$ cat config.mk
export PLATFORM = sky130hd
export DESIGN_NAME = mem_arbiter
export DESIGN_NICKNAME = d
export VERILOG_FILES = /design/src/rtl/mem_arbiter.sv
export SDC_FILE = /design/constraint.sdc
export NUM_CORES = 1
export LEC_CHECK = 0
export ABC_CLOCK_PERIOD_IN_PS = 8350
export CAP_MARGIN = 20
export CORE_MARGIN = 1
export CORE_UTILIZATION = 31
export DETAILED_ROUTE_END_ITERATION = 10
export DONT_BUFFER_PORTS = 1
export MAX_ROUTING_LAYER = met4
export PLACE_DENSITY = 0.45
export RECOVER_POWER = 50
export SYNTH_ARGS = -nofsm -noshare
export SYNTH_HDL_FRONTEND = slang
export SYNTH_SLANG_ARGS = --single-unit
$ cat constraint.sdc
create_clock -name clk_in -period 8.35 [get_ports clk_in]
set_input_delay 2.505 -clock clk_in [delete_from_list [all_inputs] [get_ports clk_in]]
set_output_delay 2.505 -clock clk_in [all_outputs]
set_load 0.02 [all_outputs]
$ cat src/rtl/mem_arbiter.sv
// rtl/mem_arbiter.sv - byte-serial RAM arbiter for instruction fetch and MEM stage (optional IO_WAIT_EN IO write stall)
module mem_arbiter #(
    parameter int          ADDR_W     = 32,
    parameter logic [1:0]  IO_BASE_HI = 2'b11
) (
    input  logic              clk_in,
    input  logic              rst_in,
    input  logic              rdy_in,
    input  logic              jump_enable,
    input  logic              if_req,
    input  logic [ADDR_W-1:0] if_addr,
    output logic              if_done,
    output logic [31:0]       if_data,
    input  logic              mem_req,
    input  logic              mem_we,
    input  logic [ADDR_W-1:0] mem_addr,
    input  logic [2:0]        mem_len,
    input  logic [31:0]       mem_wdata,
    output logic              mem_done,
    output logic [31:0]       mem_rdata,
    input  logic [7:0]        ram_din,
    output logic [7:0]        ram_dout,
    output logic [ADDR_W-1:0] ram_a,
    output logic              ram_wr,
    input  logic              io_buffer_full
);

    typedef enum logic [1:0] {IDLE, IF_RD, MEM_RD, MEM_WR} state_t;

    localparam logic [ADDR_W-1:0] ADDR_ONE = {{(ADDR_W-1){1'b0}}, 1'b1};

    state_t      state;
    logic [2:0]  cnt;
    logic [2:0]  len;
    logic [31:0] rbuf;
    logic [31:0] wbuf;
    logic [1:0]  io_page;
    logic        wr_q;
    logic        io_hold;
    logic [2:0]  len_n;
    logic [5:0]  shamt;
    logic [31:0] rbuf_next;

`ifdef IO_WAIT_EN
    assign io_hold = (state == MEM_WR) && (io_page == IO_BASE_HI) && io_buffer_full;
`else
    logic unused_io;
    assign unused_io = io_buffer_full ^ (io_page == IO_BASE_HI);
    assign io_hold   = 1'b0;
`endif

    assign ram_wr = wr_q & rdy_in & ~io_hold;

    // Byte k of a read arrives two edges after its address was issued, i.e. while cnt == k+1.
    always_comb begin
        len_n     = (mem_len == 3'd1 || mem_len == 3'd2) ? mem_len : 3'd4;
        shamt     = {cnt - 3'd1, 3'b000};
        rbuf_next = rbuf | ({24'b0, ram_din} << shamt);
    end

    always_ff @(posedge clk_in) begin
        if (rst_in) begin
            state     <= IDLE;
            cnt       <= 3'd0;
            len       <= 3'd0;
            rbuf      <= 32'd0;
            wbuf      <= 32'd0;
            io_page   <= 2'd0;
            wr_q      <= 1'b0;
            ram_a     <= '0;
            ram_dout  <= 8'd0;
            if_done   <= 1'b0;
            mem_done  <= 1'b0;
            if_data   <= 32'd0;
            mem_rdata <= 32'd0;
        end else if (rdy_in) begin
            if_done  <= 1'b0;
            mem_done <= 1'b0;
            case (state)
                IDLE: begin
                    // The done-pulse check leaves a bubble so requesters may drop req on done.
                    if (!if_done && !mem_done) begin
                        if (mem_req) begin
                            ram_a   <= mem_addr;
                            io_page <= mem_addr[17:16];
                            cnt     <= 3'd0;
                            len     <= len_n;
                            rbuf    <= 32'd0;
                            if (mem_we) begin
                                state    <= MEM_WR;
                                wr_q     <= 1'b1;
                                ram_dout <= mem_wdata[7:0];
                                wbuf     <= mem_wdata >> 8;
                            end else begin
                                state <= MEM_RD;
                            end
                        end else if (if_req && !jump_enable) begin
                            state <= IF_RD;
                            ram_a <= if_addr;
                            cnt   <= 3'd0;
                            len   <= 3'd4;
                            rbuf  <= 32'd0;
                        end
                    end
                end
                IF_RD, MEM_RD: begin
                    if (state == IF_RD && jump_enable) begin
                        state <= IDLE;
                    end else begin
                        cnt <= cnt + 3'd1;
                        if (cnt + 3'd1 < len)
                            ram_a <= ram_a + ADDR_ONE;
                        if (cnt != 3'd0)
                            rbuf <= rbuf_next;
                        if (cnt == len) begin
                            state <= IDLE;
                            if (state == IF_RD) begin
                                if_data <= rbuf_next;
                                if_done <= 1'b1;
                            end else begin
                                mem_rdata <= rbuf_next;
                                mem_done  <= 1'b1;
                            end
                        end
                    end
                end
                MEM_WR: begin
                    if (!io_hold) begin
                        if (cnt + 3'd1 < len) begin
                            cnt      <= cnt + 3'd1;
                            ram_a    <= ram_a + ADDR_ONE;
                            ram_dout <= wbuf[7:0];
                            wbuf     <= wbuf >> 8;
                        end else begin
                            wr_q     <= 1'b0;
                            mem_done <= 1'b1;
                            state    <= IDLE;
                        end
                    end
                end
                default: state <= IDLE;
            endcase
        end
    end

endmodule
==> results.json, run 1 <==
{
  "status": "complete, but fails checks",
  "violations": "capacitance limit, slew limit",
  "fp.dieW_um": 163,
  "rsz0062_at_grt": "false",
  "seq_area_um2": 3420,
  "endpoint_kind": "primary output",
  "critPathLaunchType": "primary input",
  "synth_top_area_share_pct": 42.9,
  "hold_viol": 0,
  "io_buffers": 0,
  "syn_area_per_cell_um2": 9.04,
  "drt-wirelength-per-cell_um": 19.5,
  "ys_warn_count": 0,
  "nFillCells": 2644,
  "gp_congestion": 0.793,
  "drive_gt1_share_pct": 7.75,
  "fin_crit_sh_pct": 62.6,
  "dp_hpwl_mm": 15.6,
  "wl_mm": 23.2,
  "antenna_found_initial": 0,
  "power_leakage_nw": 2.93,
  "cts.sinks": 171,
  "maxSlewHeadroom_pct": -83.9,
  "synth_nets": 1010,
  "cts_buffer_depth": 2,
  "vias": 6565,
  "ys_seq_area_share_pct": 42.9,
  "path_max_fanout": 7,
  "max_cap_viol_count": 4,
  "dr.pass1.iters": 7,
  "cp.required_ns": 5.85,
  "yosys_most_used_dff": "dfxtp_1",
  "tns_ns": 0,
  "path_delay_family": "simple AND/OR/NAND/NOR gates",
  "synth_edf_count": 0,
  "hp-class": "flop to flop",
  "synth_top_area_cell": "dfxtp_1",
  "async_reset_ff_share_pct": 0,
  "fp-row-count": 58,
  "final_common_cell": "dfxtp_1",
  "p_per_area_nw_per_um2": 231,
  "chipHeight_um": 163,
  "max_freq_mhz": 191,
  "p_total_w": 0.00203,
  "grt_max_degree": 145,
  "dieArea_um2": 26400,
  "drtAntennaViolNets": 0,
  "cp.buffers_inverters": 0,
  "fin_crit_ns": 5.23,
  "cts_tree": "built",
  "setup_viol": 0,
  "cts-htree-levels": 4,
  "drc": 0,
  "cts.clk_slew.worst_paths_ns": 0.07,
  "drt_iter0_drc": 453,
  "numCtsBuffers": 17,
  "path_class": "primary input to primary output",
  "synthCells": 884,
  "crit_chain": "and2_1",
  "max_stage_delay_ns": 0.22,
  "core_area_um2": 25300,
  "hold_slack_ns": 0.481,
  "ir_drop_mv": 0.118,
  "final_nets": 977,
  "area_delta_synth_final_pct": 10.0,
  "vias_per_cell": 5.50,
  "grt_pass1_vias": 6251,
  "grt_use_total_pct": 18.1,
  "io_pins": 222,
  "finalMaxSlewViolations": 173,
  "cts-hold-fix-buffers": 0,
  "cts-resized-gates": 0,
  "postCtsSetupRepairBufs": 0,
  "finalClockSkew_ns": 0.0120,
  "synth_cell_type_count": 71,
  "overflow": 0,
  "synth-seq-cells": 171,
  "cp_slowest_cell": "and2_1",
  "start_util_pct": 31.6,
  "worstMarginPinSlew_ns": 2.76,
  "diodes": 0,
  "multi_input_area_um2": 4250,
  "ys_top_cells_by_area": "dfxtp_1 (43%), a211oi_1 (8.6%), mux2i_1 (6.9%), nor2_1 (6.6%), a21oi_1 (4.1%)",
  "clk-insertion-delay-late_ns": 0.43,
  "cts_root_buf": "clkbuf_16",
  "final_cell_mix": "dfxtp_1 (171), nor2_1 (140), a211oi_1 (92), a21oi_1 (66), mux2i_1 (55)",
  "synth_area_um2": 7990,
  "grt_pass1_wl_mm": 36.5,
  "arrival_ns": 2.72
}
## routing by layer
metal / global-route usage [%] / part of all wire, % / vias up
met2: 27.2 / 46 / 153
met5: - / 0 / -
met3: 4.99 / 6.6 / 8
met4: 4.12 / 0.71 / 0
met1: 24.1 / 47 / 3144
li1: - / - / 3260
## synth_stat cells, drive strengths merged (5+ instances only)
cell type / instances
nand3: 10
nor2b: 11
a21oi: 66
mux2i: 55
a211oi: 92
nand2: 33
o211ai: 5
nor2: 141
inv: 16
or4: 5
mux2: 5
and4: 6
and3: 9
o21ai: 25
ha: 11
nor3: 18
dfxtp: 171
and2: 8
a22o: 33
nor4: 9
a22oi: 12
buf: 24
clkbuf: 36
nand4: 15
## worst paths after layout
kind	slack, ns	cells after the start	endpoint	from
min	0.48	1	rbuf[1]	rbuf[1]
min reg2reg	0.48	1	rbuf[1]	rbuf[1]
max	3.12	1	ram_wr	rdy_in
max reg2reg	3.97	9	wbuf[0]	cnt[0]
## stage by stage
stage | util (%) | cells | cell area (µm²) | setup WS, ns
after floorplan | - | 884 | 7990 | 3.13
after global placement | 32.6 | 1160 | 8220 | 3.12
after detailed placement | 32.6 | 1160 | 8220 | 3.12
after CTS | 34.9 | 1192 | 8830 | 3.12
after global routing | 34.8 | 1194 | 8790 | 3.12
final | 34.8 | 1194 | 8790 | 3.12
## cells by family after synthesis
family                     count (synthesis)  share of synthesized area (%)
AOI/OAI and AO/OA                        287                           25.7
and+or+nand+nor                          274                           17.6
DFF                                      171                           42.9
buffers and inverters                     76                           3.90
muxes                                     60                           7.60
adders and majority gates                 11                           1.72
xor gates and xnor gates                   5                          0.548
## power by group
| group | internal, W | switching [W] |
|---|---|---|
| sequential | 0.000865 | 0.000103 |
| combinational | 0.0000975 | 0.000152 |
| clock | 0.000408 | 0.000404 |
## state kept, by name (all words and copies together) (netlist names)
name	cells
state	2
wbuf	24
cnt	3
mem_done	1
ram_dout	8
if_done	1
len	3
mem_rdata	32
wr_q	1
rbuf	32
if_data	32
ram_a	32
## cell type report
| type | count | area share [%] |
|---|---|---|
| Inverter | 16 | 0.683 |
| Tap cell | 330 | 4.70 |
| Clock inverter | 15 | 2.02 |
| Multi-Input combinational cell | 637 | 48.3 |
| Timing Repair Buffer | 8 | 0.527 |
| Clock buffer | 17 | 4.84 |
| Sequential cell | 171 | 38.9 |
(Power assumes the default switching activity.)
==> inputs of run 2 (changes only) <==
--- a/config.mk
+++ b/config.mk
@@ -5,7 +5,8 @@
 export SDC_FILE = /design/constraint.sdc
 export NUM_CORES = 1
 export LEC_CHECK = 0
-export ABC_CLOCK_PERIOD_IN_PS = 8350
+export ABC_AREA = 1
+export ABC_CLOCK_PERIOD_IN_PS = 5300
 export CAP_MARGIN = 20
 export CORE_MARGIN = 1
 export CORE_UTILIZATION = 31
==> constraint.sdc (replaced) <==
create_clock -name clk_in -period 5.3 [get_ports clk_in]
set_input_delay 1.59 -clock clk_in [delete_from_list [all_inputs] [get_ports clk_in]]
set_output_delay 1.59 -clock clk_in [all_outputs]
set_load 0.02 [all_outputs]
==> results.json, run 2 <==
{
  "status": "complete, but fails checks",
  "violations": "capacitance limit, slew limit",
  "synthCells": 1334,
  "chipHeight_um": 169,
  "critPathLaunchType": "flop",
  "grt_pass1_vias": 7503,
  "synth_top_area_cell": "dfxtp_1",
  "path_max_fanout": 39,
  "fin_crit_sh_pct": 81.7,
  "cp.required_ns": 5.62,
  "arrival_ns": 4.65,
  "syn_area_per_cell_um2": 6.49,
  "reg2reg_from": "state[0]",
  "hp-class": "flop to flop",
  "synth_nets": 1460,
  "fp.dieW_um": 169,
  "synth_top_area_share_pct": 39.5,
  "grt_max_degree": 67,
  "grt_pass1_wl_mm": 41.8,
  "final_common_cell": "nand2_1",
  "power_leakage_nw": 4.04,
  "ys_seq_area_share_pct": 39.5,
  "cts_tree": "built",
  "final_cell_mix": "nand2_1 (344), nor2_1 (193), dfxtp_1 (171), inv_1 (135), a21oi_1 (119)",
  "finalClockSkew_ns": 0.0172,
  "cts.clk_slew.worst_paths_ns": 0.09,
  "drive_gt1_share_pct": 4.53,
  "drtAntennaViolNets": 0,
  "vias": 8018,
  "grt_use_total_pct": 19.1,
  "p_per_area_nw_per_um2": 358,
  "io_buffers": 0,
  "dp_hpwl_mm": 17.9,
  "gp_congestion": 0.864,
  "cts-htree-levels": 4,
  "max_freq_mhz": 231,
  "tns_ns": 0,
  "final_nets": 1414,
  "hp-start": "wbuf[18]",
  "max_cap_viol_count": 1,
  "synth_cell_type_count": 34,
  "numCtsBuffers": 17,
  "start_util_pct": 31.9,
  "dieArea_um2": 28600,
  "endpoint_kind": "flop",
  "synth_edf_count": 0,
  "rsz0062_at_grt": "false",
  "path_class": "flop to flop",
  "finalMaxSlewViolations": 39,
  "yosys_most_used_dff": "dfxtp_1",
  "wl_mm": 26.5,
  "area_delta_synth_final_pct": 9.64,
  "async_reset_ff_share_pct": 0,
  "fin_crit_ns": 4.33,
  "drt-wirelength-per-cell_um": 15.9,
  "clk-insertion-delay-late_ns": 0.43,
  "setup_viol": 0,
  "ys_top_cells_by_area": "dfxtp_1 (40%), nand2_1 (15%), nor2_1 (8.4%), a21oi_1 (6.9%), nand3_1 (5.9%)",
  "hold_viol": 0,
  "postCtsSetupRepairBufs": 0,
  "diodes": 0,
  "ir_drop_mv": 0.196,
  "synth.most_common_cell": "nand2_1",
  "drt_iter0_drc": 488,
  "maxSlewHeadroom_pct": -19.0,
  "synth-seq-cells": 171,
  "multi_input_area_um2": 4360,
  "p_total_w": 0.00340,
  "cts_root_buf": "clkbuf_16",
  "seq_area_um2": 3420,
  "synth_area_um2": 8660,
  "startpoint": "state[0]",
  "post-route-util_pct": 34.9,
  "cts.sinks": 171,
  "cts_buffer_depth": 2,
  "vias_per_cell": 4.79,
  "cts-resized-gates": 0,
  "core_area_um2": 27200,
  "synthTopCellsByCount": "nand2_1 (344), nor2_1 (193), dfxtp_1 (171), inv_1 (135), a21oi_1 (119)",
  "nFillCells": 3013,
  "ys_warn_count": 0,
  "drc": 0,
  "antenna_found_initial": 0,
  "io_pins": 222,
  "worstMarginPinSlew_ns": 1.78,
  "dr.pass1.iters": 5,
  "cts-hold-fix-buffers": 0,
  "overflow": 0,
  "fp-row-count": 60
}
## run 2: changes by cell type after synthesis, moves of 10 or more
cell      before  now
nand2_1       32  344
inv_1         16  135
nand3_1       10  102
a211oi_1      92    1
o21ai_0       23  101
mux2i_1       55    0
a21oi_1       66  119
nor2_1       140  193
buf_2         18   39
clkbuf_1      36   25
nor2b_1       11    0
nor3_1        11    1
## run 2: cell type report
| cell class | count | area share, % |
|---|---|---|
| multi-input combinational | 946 | 45.9 |
| timing repair buffer | 10 | 0.962 |
| inverter | 142 | 5.63 |
| clock buffer | 17 | 4.48 |
| sequential | 171 | 36.1 |
| clock inverter | 15 | 2.00 |
| tap | 372 | 4.90 |
## run 2: path summary, 6_finish.rpt
kind / endpoint / slack, ns / cells past startpoint
min reg2reg: wbuf[18] / 0.46 / 2
max: if_data[6] / 0.97 / 9
max reg2reg: if_data[6] / 0.97 / 9
min: wbuf[18] / 0.46 / 2
## run 2: report_power, final
part           internal (W)  total, W  switching, W
Clock              0.000646   0.00131      0.000661
Combinational      0.000159  0.000524      0.000365
Sequential          0.00138   0.00157      0.000191
## run 2: cells by family (layout without fill, tap and decap cells)
logic type               Yosys count  in the layout  synth area share (%)
XOR/XNOR                           5              5                 0.506
flip-flops                       171            171                  39.5
AO/OA/AOI/OAI                    262            262                  16.6
buffers and inverters            217            184                  10.2
AND/OR/NAND/NOR                  668            668                  31.6
adder cells (fa/ha/maj)           11             11                  1.59
## run 2: routing by layer
metal | GRT usage, % | up-vias | wire length, µm
met5 | - | - | 0
met4 | 3.72 | 0 | 187
met3 | 3.83 | 11 | 1250
met2 | 31.5 | 156 | 12800
met1 | 24.4 | 3676 | 12300
li1 | - | 4175 | -
## run 2: critical path, cell delays in order (launching register included)
cell,delay (ns)
dfxtp_1,0.40
inv_1,0.08
ha_1,0.27
clkbuf_1,1.27
nand2_1,0.31
nor3_1,0.23
nand3_1,0.76
buf_4,0.58
o21ai_0,0.24
a21oi_1,0.06
## run 2: through the flow
| stage | instances | hold slack [ns] | setup WS (ns) | cell area, µm² |
|---|---|---|---|---|
| after detailed placement | 1640 | 0.448 | 1.15 | 8860 |
| final | 1673 | 0.460 | 0.969 | 9490 |
| after global placement | 1640 | 0.445 | 1.15 | 8860 |
| after CTS | 1672 | 0.459 | 1.14 | 9470 |
| after floorplan | 1334 | 0.439 | 1.95 | 8660 |
| after global routing | 1673 | 0.480 | 0.463 | 9490 |
